### src/rtl/subtractor_8bit_serial.sv
// Bit-serial unsigned subtractor: diff = a - b - borrow_in, one bit per clock, LSB first.
// Operands in and result out are each a valid/ready handshake; outputs come only from flops.
//
// state | meaning
// IDLE  | waiting for operands, in_ready=1
// CALC  | shifting one bit per edge through the borrow chain
// DONE  | result held on diff/borrow_out, out_valid=1
module subtractor_8bit_serial #(
    parameter int WIDTH = 8
) (
    input  logic             clk,
    input  logic             rst_n,
    input  logic             in_valid,
    output logic             in_ready,
    input  logic [WIDTH-1:0] a,
    input  logic [WIDTH-1:0] b,
    input  logic             borrow_in,
    output logic             out_valid,
    input  logic             out_ready,
    output logic [WIDTH-1:0] diff,
    output logic             borrow_out
);
    localparam int CW = $clog2(WIDTH + 1);
    localparam logic [CW-1:0] LAST_BIT = CW'(WIDTH - 1);

    typedef enum logic [1:0] {
        S_IDLE = 2'd0,
        S_CALC = 2'd1,
        S_DONE = 2'd2
    } state_t;

    state_t           state_q, state_d;
    logic [WIDTH-1:0] a_sh_q, a_sh_d;
    logic [WIDTH-1:0] b_sh_q, b_sh_d;
    logic [WIDTH-1:0] res_q, res_d;
    logic [WIDTH-1:0] diff_q, diff_d;
    logic [CW-1:0]    cnt_q, cnt_d;
    logic             br_q, br_d;
    logic             borrow_out_q, borrow_out_d;
    logic             d_bit;
    logic             br_next;
    logic [WIDTH-1:0] res_shifted;

    always_ff @(posedge clk or negedge rst_n) begin
        if (!rst_n) begin
            state_q      <= S_IDLE;
            a_sh_q       <= '0;
            b_sh_q       <= '0;
            res_q        <= '0;
            diff_q       <= '0;
            cnt_q        <= '0;
            br_q         <= 1'b0;
            borrow_out_q <= 1'b0;
        end else begin
            state_q      <= state_d;
            a_sh_q       <= a_sh_d;
            b_sh_q       <= b_sh_d;
            res_q        <= res_d;
            diff_q       <= diff_d;
            cnt_q        <= cnt_d;
            br_q         <= br_d;
            borrow_out_q <= borrow_out_d;
        end
    end

    always_comb begin
        state_d      = state_q;
        a_sh_d       = a_sh_q;
        b_sh_d       = b_sh_q;
        res_d        = res_q;
        diff_d       = diff_q;
        cnt_d        = cnt_q;
        br_d         = br_q;
        borrow_out_d = borrow_out_q;

        // Full-subtractor slice on the current LSBs
        d_bit       = a_sh_q[0] ^ b_sh_q[0] ^ br_q;
        br_next     = (~a_sh_q[0] & b_sh_q[0]) | (~(a_sh_q[0] ^ b_sh_q[0]) & br_q);
        res_shifted = {d_bit, res_q[WIDTH-1:1]};

        case (state_q)
            S_IDLE: begin
                if (in_valid) begin
                    state_d = S_CALC;
                    a_sh_d  = a;
                    b_sh_d  = b;
                    br_d    = borrow_in;
                    res_d   = '0;
                    cnt_d   = '0;
                end
            end
            S_CALC: begin
                res_d  = res_shifted;
                a_sh_d = a_sh_q >> 1;
                b_sh_d = b_sh_q >> 1;
                br_d   = br_next;
                cnt_d  = cnt_q + CW'(1);
                if (cnt_q == LAST_BIT) begin
                    state_d      = S_DONE;
                    diff_d       = res_shifted;
                    borrow_out_d = br_next;
                end
            end
            S_DONE: begin
                if (out_ready) begin
                    state_d = S_IDLE;
                end
            end
            default: begin
                state_d = S_IDLE;
            end
        endcase
    end

    assign in_ready   = (state_q == S_IDLE);
    assign out_valid  = (state_q == S_DONE);
    assign diff       = diff_q;
    assign borrow_out = borrow_out_q;

endmodule

### config.mk
export PLATFORM = sky130hd
export DESIGN_NAME = subtractor_8bit_serial
export DESIGN_NICKNAME = d
export VERILOG_FILES = /design/src/rtl/subtractor_8bit_serial.sv
export SDC_FILE = /design/constraint.sdc
export NUM_CORES = 1
export LEC_CHECK = 0
export CAP_MARGIN = 10
export CORE_UTILIZATION = 55
export CTS_CLUSTER_DIAMETER = 80
export DETAILED_ROUTE_END_ITERATION = 16
export PLACE_DENSITY_LB_ADDON = 0.1
export SLEW_MARGIN = 20
export SYNTH_ARGS = -nofsm -noshare
export SYNTH_HDL_FRONTEND = slang
export SYNTH_SLANG_ARGS = --single-unit
### constraint.sdc
create_clock -name clk -period 3.73 [get_ports clk]
set_input_delay 0.746 -clock clk [delete_from_list [all_inputs] [get_ports clk]]
set_output_delay 0.746 -clock clk [all_outputs]
set_load 0.05 [all_outputs]
Word level (Yosys, flattened, before mapping)
Cells that the tools add are included.

word-level totals
  register bits = 40
  latch bits = 0
  RAM bits = 0
  memory bits (read-only) = 0
  input bits = 21
  output and inout bits = 11
  logic and storage cells = 41
  memories = 0

cells by class
  add/subtract/negate cells = 1
  multipliers = 0
  div/mod/pow operators = 0
  $lt $le $gt $ge = 0
  equality and inequality tests = 6
  shifts and indexed selects = 0
  mux-type cells = 14
  bitwise operators = 7
  reduce and logical (&&, ||, !) cells = 5

operators with widths
  kind                   count
  $pmux W8 S2            3
  $mux W8                3
  $pmux W4 S2            1
  $mux W2                3
  $pmux W2 S3            1
  $add A4 B1 Y4 const B  1
  $eq A4 B3 Y1 const B   1
  $mux W4                1
  $ne A2 B2 Y1 const B   2
  $reduce_and A2 Y1      2
  $reduce_and A3 Y1      1
  $and A1 B1 Y1          2
  $eq A2 B1 Y1 const B   1
  $eq A2 B2 Y1 const B   1
  $logic_not A2 Y1       1
  $ne A2 B1 Y1 const B   1
  $not A1 Y1             2
  $pmux W1 S2            1
  $reduce_bool A2 Y1     1
  $xor A1 B1 Y1          2
  $mux W1                1
  $or A1 B1 Y1           1

Longest topological paths before layout
Gate-level depths: netlist of run 1.

  depth in word-level cells = 5
  depth in mapped cells = 5

Least setup slack after synthesis of run 1
Ideal clock, no wire load.

  kind = register -> output
  start point = reg state_q[1]
  end point = out in_ready
  arrival = 1.475 ns
  data required time = 2.984 ns
  setup slack = 1.509 ns
  stages on the path, launching flop included = 4
  path through = dfrtp_1 clkbuf_1 clkbuf_1 nor2_1

on the way
  cells in the longest elaborated chain, start to end = 1

RTL lines
  what                    line  text
  from (decl)             32    state_t state_q, state_d;
  from (signal assigned)  55    state_q <= state_d;
  $logic_not A2 Y1        115   assign in_ready = (state_q == S_IDLE);
  to (decl)               14    output logic in_ready,

Every way passes these cells.

Worst setup path in the final report of run 1
  start point = reg state_q[0]
  end point = out out_valid

on the way
  cells in the longest elaborated chain, start to end = 1

RTL lines
  what          line  text
  $eq A2 B2 Y1  116   assign out_valid = (state_q == S_DONE);
  to (decl)     18    output logic out_valid,

Every way passes these cells.

==> results of run 1 <==
## cells in the mapped netlist, drive strengths merged, types with 3 or more instances
| master | count | share of area |
|---|---|---|
| dfrtp | 39 | 0.55 |
| o21ai | 18 | 0.051 |
| nor2b | 17 | 0.060 |
| a21oi | 16 | 0.045 |
| a22oi | 15 | 0.064 |
| a22o | 9 | 0.044 |
| mux2 | 9 | 0.057 |
| clkbuf | 6 | 0.013 |
| buf | 4 | 0.013 |
| inv | 4 | 0.0085 |
| nand2 | 4 | 0.0085 |
| a2bb2oi | 3 | 0.015 |
| nor2 | 3 | 0.0064 |
## layout by cell type (no fill, tap or decap), types with 3 or more instances in the layout
| cell | instances |
|---|---|
| a21oi_1 | 16 |
| a2bb2oi_1 | 3 |
| clkdlybuf4s50_1 | 30 |
| clkbuf_4 | 5 |
| buf_4 | 3 |
| dfrtp_1 | 39 |
| a22oi_1 | 15 |
| nand2_1 | 4 |
| a22o_1 | 9 |
| mux2_2 | 9 |
| inv_1 | 4 |
| o21ai_0 | 18 |
| nor2b_1 | 17 |
| nor2_1 | 3 |
## worst max-delay path: cells and delay by family, from the launching register on
kind	cells	cell delay, ps
buffers and inverters	1	700
and+or+nand+nor	1	270
DFF	1	840
## through the flow
stage / cells / hold WS (ps) / worst slack, ps / total power, mW / area [sq um]
2_1_floorplan: 158 / 450 / 1510 / 1.27 / 1770
3_3_place_gp: 226 / 480 / 1060 / 1.47 / 2110
3_5_place_dp: 226 / 495 / 997 / 1.51 / 2110
4_1_cts: 234 / 498 / 818 / 1.81 / 2200
5_1_grt: 234 / 541 / 694 / 1.91 / 2200
6_report: 234 / 482 / 822 / 1.80 / 2200
## routing by layer
metal  track usage  part of all wire  up-vias
met2         0.367              0.48       44
met4        0.0986             0.018        0
met5             0                 0        -
li1              -                 -      633
met1         0.337              0.44      641
met3        0.0703             0.060        8
## cell families after synthesis
| kind of cell | Yosys count | share of synthesized area |
|---|---|---|
| flops | 39 | 0.551 |
| buf+inv | 14 | 0.0339 |
| fa+ha+maj | 2 | 0.0184 |
| simple gates | 29 | 0.102 |
| mux | 10 | 0.0629 |
| compound gates | 64 | 0.232 |
## cell type report
| type | instances | area (sq um) | area share |
|---|---|---|---|
| flip-flops and latches | 39 | 976 | 0.444 |
| inverters | 4 | 15.0 | 0.00684 |
| well taps | 44 | 55.1 | 0.0251 |
| multi-input cells | 105 | 736 | 0.335 |
| clock buffers | 6 | 51.3 | 0.0234 |
| clock inverters | 2 | 35.0 | 0.0160 |
| repair buffers | 34 | 328 | 0.149 |
## registers in the layout (all words and copies together) (netlist names)
name        flops
cnt_q           4
b_sh_q          8
res_q           7
diff            8
br_q            1
state_q         2
a_sh_q          8
borrow_out      1
## where the power goes
| part | switching [mW] | internal, mW | total (mW) | leakage [nW] |
|---|---|---|---|---|
| logic | 0.418 | 0.343 | 0.761 | 0.394 |
| clock network | 0.136 | 0.158 | 0.295 | 0.0482 |
| registers | 0.147 | 0.594 | 0.741 | 0.503 |
| total | 0.701 | 1.10 | 1.80 | 0.946 |
## worst max path at each step
stage / start / to / slack [ps] / cells after the start
after floorplan: state_q[1] / in_ready / 1510 / 3
after global placement: in_valid / cnt_q[3] / 1060 / 4
after detailed placement: in_valid / cnt_q[3] / 1000 / 4
after CTS: state_q[0] / out_valid / 820 / 2
after global routing: state_q[0] / out_valid / 690 / 2
final: state_q[0] / out_valid / 820 / 2
==> flow_metrics.tcl, run 1 <==
set metrics [dict create \
    outcome "finished, final reports clean" \
    cp_cell_sequence "and2b_1 -> clkdlybuf4s50_1" \
    initial_core_util 0.580 \
    grt_remaining_overflow 0 \
    timing.rr.end "diff[5]" \
    ctsHtreeMaxLevel 2 \
    die_h_um 58.8 \
    drtPass1Iterations 4 \
    maxCapViolations 0 \
    clock-sinks 39 \
    antenna_found_initial 0 \
    drv_slew 0 \
    crit_path_end_kind "primary output" \
    cts_root_buffer "clkbuf_4" \
    gp_congestion 0.780 \
    synth_flop_cell "dfrtp_1" \
    cts_tree "built" \
    ys_warn_count 0 \
    post-route-min-period_ps 2910 \
    cts_buffers 5 \
    wl_um 3570 \
    die-width_um 58.8 \
    startpoint_type "flop" \
    yosysSeqAreaShare 0.551 \
    dp_hpwl_um 2370 \
    final_layout_size_suffix_gt1_frac 0.121 \
    cp_max_fo 25 \
    r2r-start "state_q[0]" \
    num_rows 20 \
    ctsResizeCount 0 \
    grt_max_degree 40 \
    tightest_slew_ps 846 \
    cts_hold_buf 0 \
    first_global_vias 1303 \
    postCtsSetupRepairBufs 0 \
    finClkSkew_ps 12.7 \
    hold_path.class "input pin to asynchronous set/reset pin" \
    ant_nets 0 \
    timing_worst_setup_path_type "flop to primary output" \
    fmax_ghz 0.344 \
    clk_path_buf_depth 2 \
    slowest_stage "dfrtp_1" \
    fill_cells 244 \
    routed_via_density 5.67 \
    syn2layout_area_growth_pct 23.9 \
    route.detailed.drc 0 \
    insertion_delay_ps 350 \
    fin_nets 212 \
    relSlewSlack 0.436 \
    synthDistinctLibCells 25 \
    clk_pin_slew_ps 120 \
    ys_seq_elements 39 \
    hold_violations 0 \
    r2r_cells 3 \
    grt_pass1_wl_um 6210 \
    leakagePower_nw 0.946 \
    netlist_instances 158 \
    synth_edf_count 0 \
    port_buffers 31 \
    cp.arrival_ps 2160 \
    fin_util 0.719 \
    r2r_slack_ps 1740 \
    dieArea_sq_um 3450 \
    critPathRequiredTime_ps 2980 \
    ir_drop_mv 0.620 \
    grt_usage 0.245 \
    synthArstFlopShare 1.00 \
    wl_per_cell_um 15.3 \
    io_pins 32 \
    syn_area_sq_um 1770 \
    rsz0062_at_grt "no" \
    finalSetupTns_ps 0 \
    diodes 0 \
    syn_area_per_cell_sq_um 11.2 \
    syn_nets 181 \
    core_area_sq_um 3050 \
    post-route-period-util 0.780 \
    max_stage_delay_ps 840 \
    powerDensity_nw_per_um2 818 \
    detail_route.iter0.violations 79 \
    via_count 1326 \
    timing.final.setup_violations 0 \
]
(Power assumes the default switching activity.)
==> run 2: changes to the inputs <==
Settings changed: CORE_UTILIZATION 55 to 46.
Clock period 3.73 ns to 2.38 ns, I/O delays scaled along.
==> flow_metrics.tcl, run 2 (synthesis gave the netlist of run 1 again) <==
set metrics [dict create \
    cp_max_fo 2 \
    io_pins 32 \
    wl_per_cell_um 14.8 \
    grt_remaining_overflow 0 \
    port_buffers 31 \
    drv_slew 0 \
    drtPass1Iterations 4 \
    finClkSkew_ps 4.79 \
    tightest_slew_ps 857 \
    clock-sinks 39 \
    detail_route.iter0.violations 115 \
    critPathRequiredTime_ps 1900 \
    hold_path.class "input pin to asynchronous set/reset pin" \
    grt_usage 0.201 \
    total_power_mw 2.90 \
    ir_drop_mv 0.710 \
    dp_slack_ps 653 \
    post-route-min-period_ps 1940 \
    relSlewSlack 0.428 \
    leakagePower_nw 0.966 \
    wl_um 3560 \
    maxCapViolations 0 \
    insertion_delay_ps 290 \
    core_area_sq_um 3690 \
    dp_cells 233 \
    cts_root_buffer "clkbuf_8" \
    syn2layout_area_growth_pct 26.3 \
    fill_cells 322 \
    grt_max_degree 40 \
    first_global_vias 1225 \
    hold_violations 0 \
    slowest_stage "clkdlybuf4s50_1" \
    ant_nets 0 \
    final_common_cell "dfrtp_1" \
    die_h_um 64.1 \
    powerDensity_nw_per_um2 1290 \
    ctsResizeCount 0 \
    cp.arrival_ps 1460 \
    diodes 0 \
    fin_util 0.607 \
    fin_nets 215 \
    cts_hold_buf 0 \
    instances_no_fill 240 \
    clk_pin_slew_ps 80 \
    gp_congestion 0.729 \
    postCtsSetupRepairBufs 0 \
    layout_common_cells "dfrtp_1, clkdlybuf4s50_1, o21ai_0" \
    fin_ws_ps 445 \
    max_stage_delay_ps 810 \
    cp_cell_sequence "clkdlybuf4s50_1" \
    fmax_ghz 0.517 \
    die-width_um 64.1 \
    final_layout_size_suffix_gt1_frac 0.141 \
    finalSetupTns_ps 0 \
    via_count 1323 \
    num_rows 22 \
    startpoint_type "flop" \
    route.detailed.drc 0 \
    timing.final.setup_violations 0 \
    outcome "finished, final reports clean" \
    cp_top_family "buffers and inverters" \
    antenna_found_initial 0 \
    post-route-period-util 0.813 \
    initial_core_util 0.480 \
    timing_worst_setup_path_type "flop to primary output" \
    cts_buffers 5 \
    critPathBufInv 1 \
    dp_hpwl_um 2310 \
    rsz0062_at_grt "no" \
    cts_tree "built" \
    dieArea_sq_um 4100 \
    grt_pass1_wl_um 6150 \
    crit_path_end_kind "primary output" \
    routed_via_density 5.51 \
    clk_path_buf_depth 2 \
    ctsHtreeMaxLevel 2 \
]
-- run 2: changes by cell type in the layout (fill, tap and decap cells not counted), sizes merged --
cell / previous run / this run
clkbuf: 6 / 5
clkinv: 1 / 0
clkinvlp: 0 / 1
clkdlybuf4s50: 30 / 28
buf: 4 / 9
-- run 2: worst paths after layout --
check                           start        end  slack, ps  cells after the start
setup / recovery              diff[3]    diff[3]        440                      1
hold / removal                  rst_n   res_q[1]        290                      1
setup reg to reg           state_q[0]  b_sh_q[2]        750                      5
hold reg to reg              res_q[1]   res_q[1]        500                      1
max in group asynchronous       rst_n  a_sh_q[3]       1550                      1
min in group clk             res_q[1]   res_q[1]        500                      1
-- run 2: where the power goes --
part           total, mW  switching (mW)  leakage [nW]  internal, mW
logic               1.24           0.684         0.412         0.552
clock network      0.532           0.226        0.0502         0.306
registers           1.13           0.193         0.503         0.934
-- run 2: layout make-up --
cell class	count	area [sq um]	area share
multi-input cells	105	736	0.329
clock inverters	2	37.5	0.0168
inverters	4	15.0	0.00671
clock buffers	5	68.8	0.0307
repair buffers	37	345	0.154
flip-flops and latches	39	976	0.436
well taps	48	60.1	0.0268
-- run 2: metrics by stage --
stage,area (sq um),hold WS (ps)
floorplan,1770,180
global route,2240,352
global placement,2130,478
CTS,2240,318
finish,2240,289
detailed placement,2130,487
-- run 2: metal layers --
layer,track usage,share of wire,up-vias
met5,0,0,-
met2,0.293,0.46,39
met1,0.273,0.47,642
li1,-,-,638
met3,0.0714,0.054,4
met4,0.0767,0.011,0
==> run 3: changes to the inputs <==
Settings changed: CORE_UTILIZATION 46 to 51.
Clock period 2.38 ns to 1.9 ns, I/O delays scaled along.
==> flow_metrics.tcl, run 3 (synthesis gave the netlist of run 1 again) <==
set metrics [dict create \
    insertion_delay_ps 340 \
    syn2layout_area_growth_pct 28.0 \
    drv_slew 0 \
    fill_cells 286 \
    layout_common_cells "dfrtp_1, clkdlybuf4s50_1, o21ai_0" \
    cts_hold_buf 0 \
    cp_top_family "flip-flops" \
    crit_path_end_kind "primary output" \
    cp.arrival_ps 1370 \
    grt_usage 0.220 \
    dieArea_sq_um 3710 \
    maxCapViolations 0 \
    grt_remaining_overflow 0 \
    post-route-min-period_ps 1750 \
    antenna_found_initial 0 \
    die-width_um 60.9 \
    io_pins 32 \
    cts_root_buffer "clkbuf_4" \
    grt_pass1_wl_um 5870 \
    drtPass1Iterations 4 \
    post-route-period-util 0.920 \
    cp_cell_sequence "buf_4 -> and2b_1 -> buf_12" \
    clock-sinks 39 \
    dp_hpwl_um 2500 \
    via_count 1363 \
    relSlewSlack 0.463 \
    rsz0062_at_grt "no" \
    ant_nets 0 \
    clk_path_buf_depth 2 \
    fmax_ghz 0.572 \
    leakagePower_nw 1.03 \
    diodes 0 \
    final_layout_size_suffix_gt1_frac 0.182 \
    finClkSkew_ps 8.71 \
    finalSetupTns_ps 0 \
    grt_max_degree 40 \
    powerDensity_nw_per_um2 1570 \
    critPathBufInv 2 \
    outcome "finished, final reports clean" \
    wl_per_cell_um 14.9 \
    ctsHtreeMaxLevel 2 \
    first_global_vias 1313 \
    initial_core_util 0.531 \
    gp_congestion 0.730 \
    routed_via_density 5.59 \
    hold_ws_ps 74.4 \
    timing_worst_setup_path_type "flop to primary output" \
    critPathRequiredTime_ps 1520 \
    hold_violations 0 \
    port_buffers 31 \
    detail_route.iter0.violations 69 \
    hold_path.class "input pin to asynchronous set/reset pin" \
    route.detailed.drc 0 \
    register_area_sq_um 976 \
    die_h_um 60.9 \
    wl_um 3630 \
    ir_drop_mv 1.05 \
    max_stage_delay_ps 440 \
    startpoint_type "flop" \
    multiInputGateArea_sq_um 736 \
    timing.final.setup_violations 0 \
    clk_pin_slew_ps 120 \
    cp_max_fo 12 \
    slowest_stage "dfrtp_1" \
    fin_nets 220 \
    cts_buffers 5 \
    final_common_cell "dfrtp_1" \
    core_area_sq_um 3340 \
    num_rows 21 \
    cts_tree "built" \
    tightest_slew_ps 804 \
]
[run 3: changes by cell type in the layout (fill, tap and decap cells not counted), sizes merged]
cell / previous run / this run
clkdlybuf4s50: 28 / 19
buf: 9 / 17
dlygate4sd2: 0 / 5
clkbuf: 5 / 6
clkinv: 0 / 1
clkinvlp: 1 / 0
dlymetal6s2s: 0 / 1
[run 3: repair_timing]
action / 4_1_cts / 5_1_grt
cloned: 0 / 0
hold endpoints to repair: 0 / 0
buffers inserted: 0 / 0
gates resized for setup: 5 / 1
endpoints found under the setup margin: 5 / 1
[run 3: area by class of cell]
type	instances	area share
multi-input combinational	105	0.325
tap	46	0.0254
clock buffer	6	0.0226
clock inverter	2	0.0155
sequential	39	0.430
inverter	4	0.00662
timing repair buffer	42	0.175
[run 3: power breakdown]
group	switching, mW	internal [mW]	total (mW)
combinational	0.880	0.691	1.57
sequential	0.247	1.17	1.41
clock	0.269	0.311	0.580
[run 3: metrics by stage]
stage | instances | cell area [sq um] | utilization | setup slack, ps | power (mW)
3_5_place_dp | 236 | 2180 | 0.655 | 161 | 3.04
3_3_place_gp | 236 | 2180 | 0.655 | 203 | 2.96
4_1_cts | 244 | 2260 | 0.679 | 0.0902 | 3.60
2_1_floorplan | 158 | 1770 | - | 44.5 | 2.49
5_1_grt | 244 | 2270 | 0.679 | 54.7 | 3.78
6_report | 244 | 2270 | 0.679 | 153 | 3.57
[run 3: final timing paths]
| kind | from | end | slack [ps] | cells after the start |
|---|---|---|---|---|
| min | rst_n | b_sh_q[1] | 70 | 2 |
| max | state_q[0] | out_valid | 150 | 3 |
| max in group asynchronous | rst_n | cnt_q[0] | 1490 | 2 |
| max reg2reg | state_q[0] | a_sh_q[3] | 210 | 4 |
| min in group clk | res_q[1] | res_q[1] | 510 | 1 |
| min reg2reg | res_q[1] | res_q[1] | 510 | 1 |
[run 3: routing by layer]
| metal | up-vias | wire length [um] | GRT usage | part of all wire |
|---|---|---|---|---|
| met5 | - | 0 | 0 | 0 |
| met4 | 0 | 40 | 0.0682 | 0.011 |
| met3 | 5 | 140 | 0.0576 | 0.039 |
| met2 | 26 | 1680 | 0.350 | 0.46 |
| met1 | 685 | 1770 | 0.296 | 0.49 |
| li1 | 647 | - | - | - |
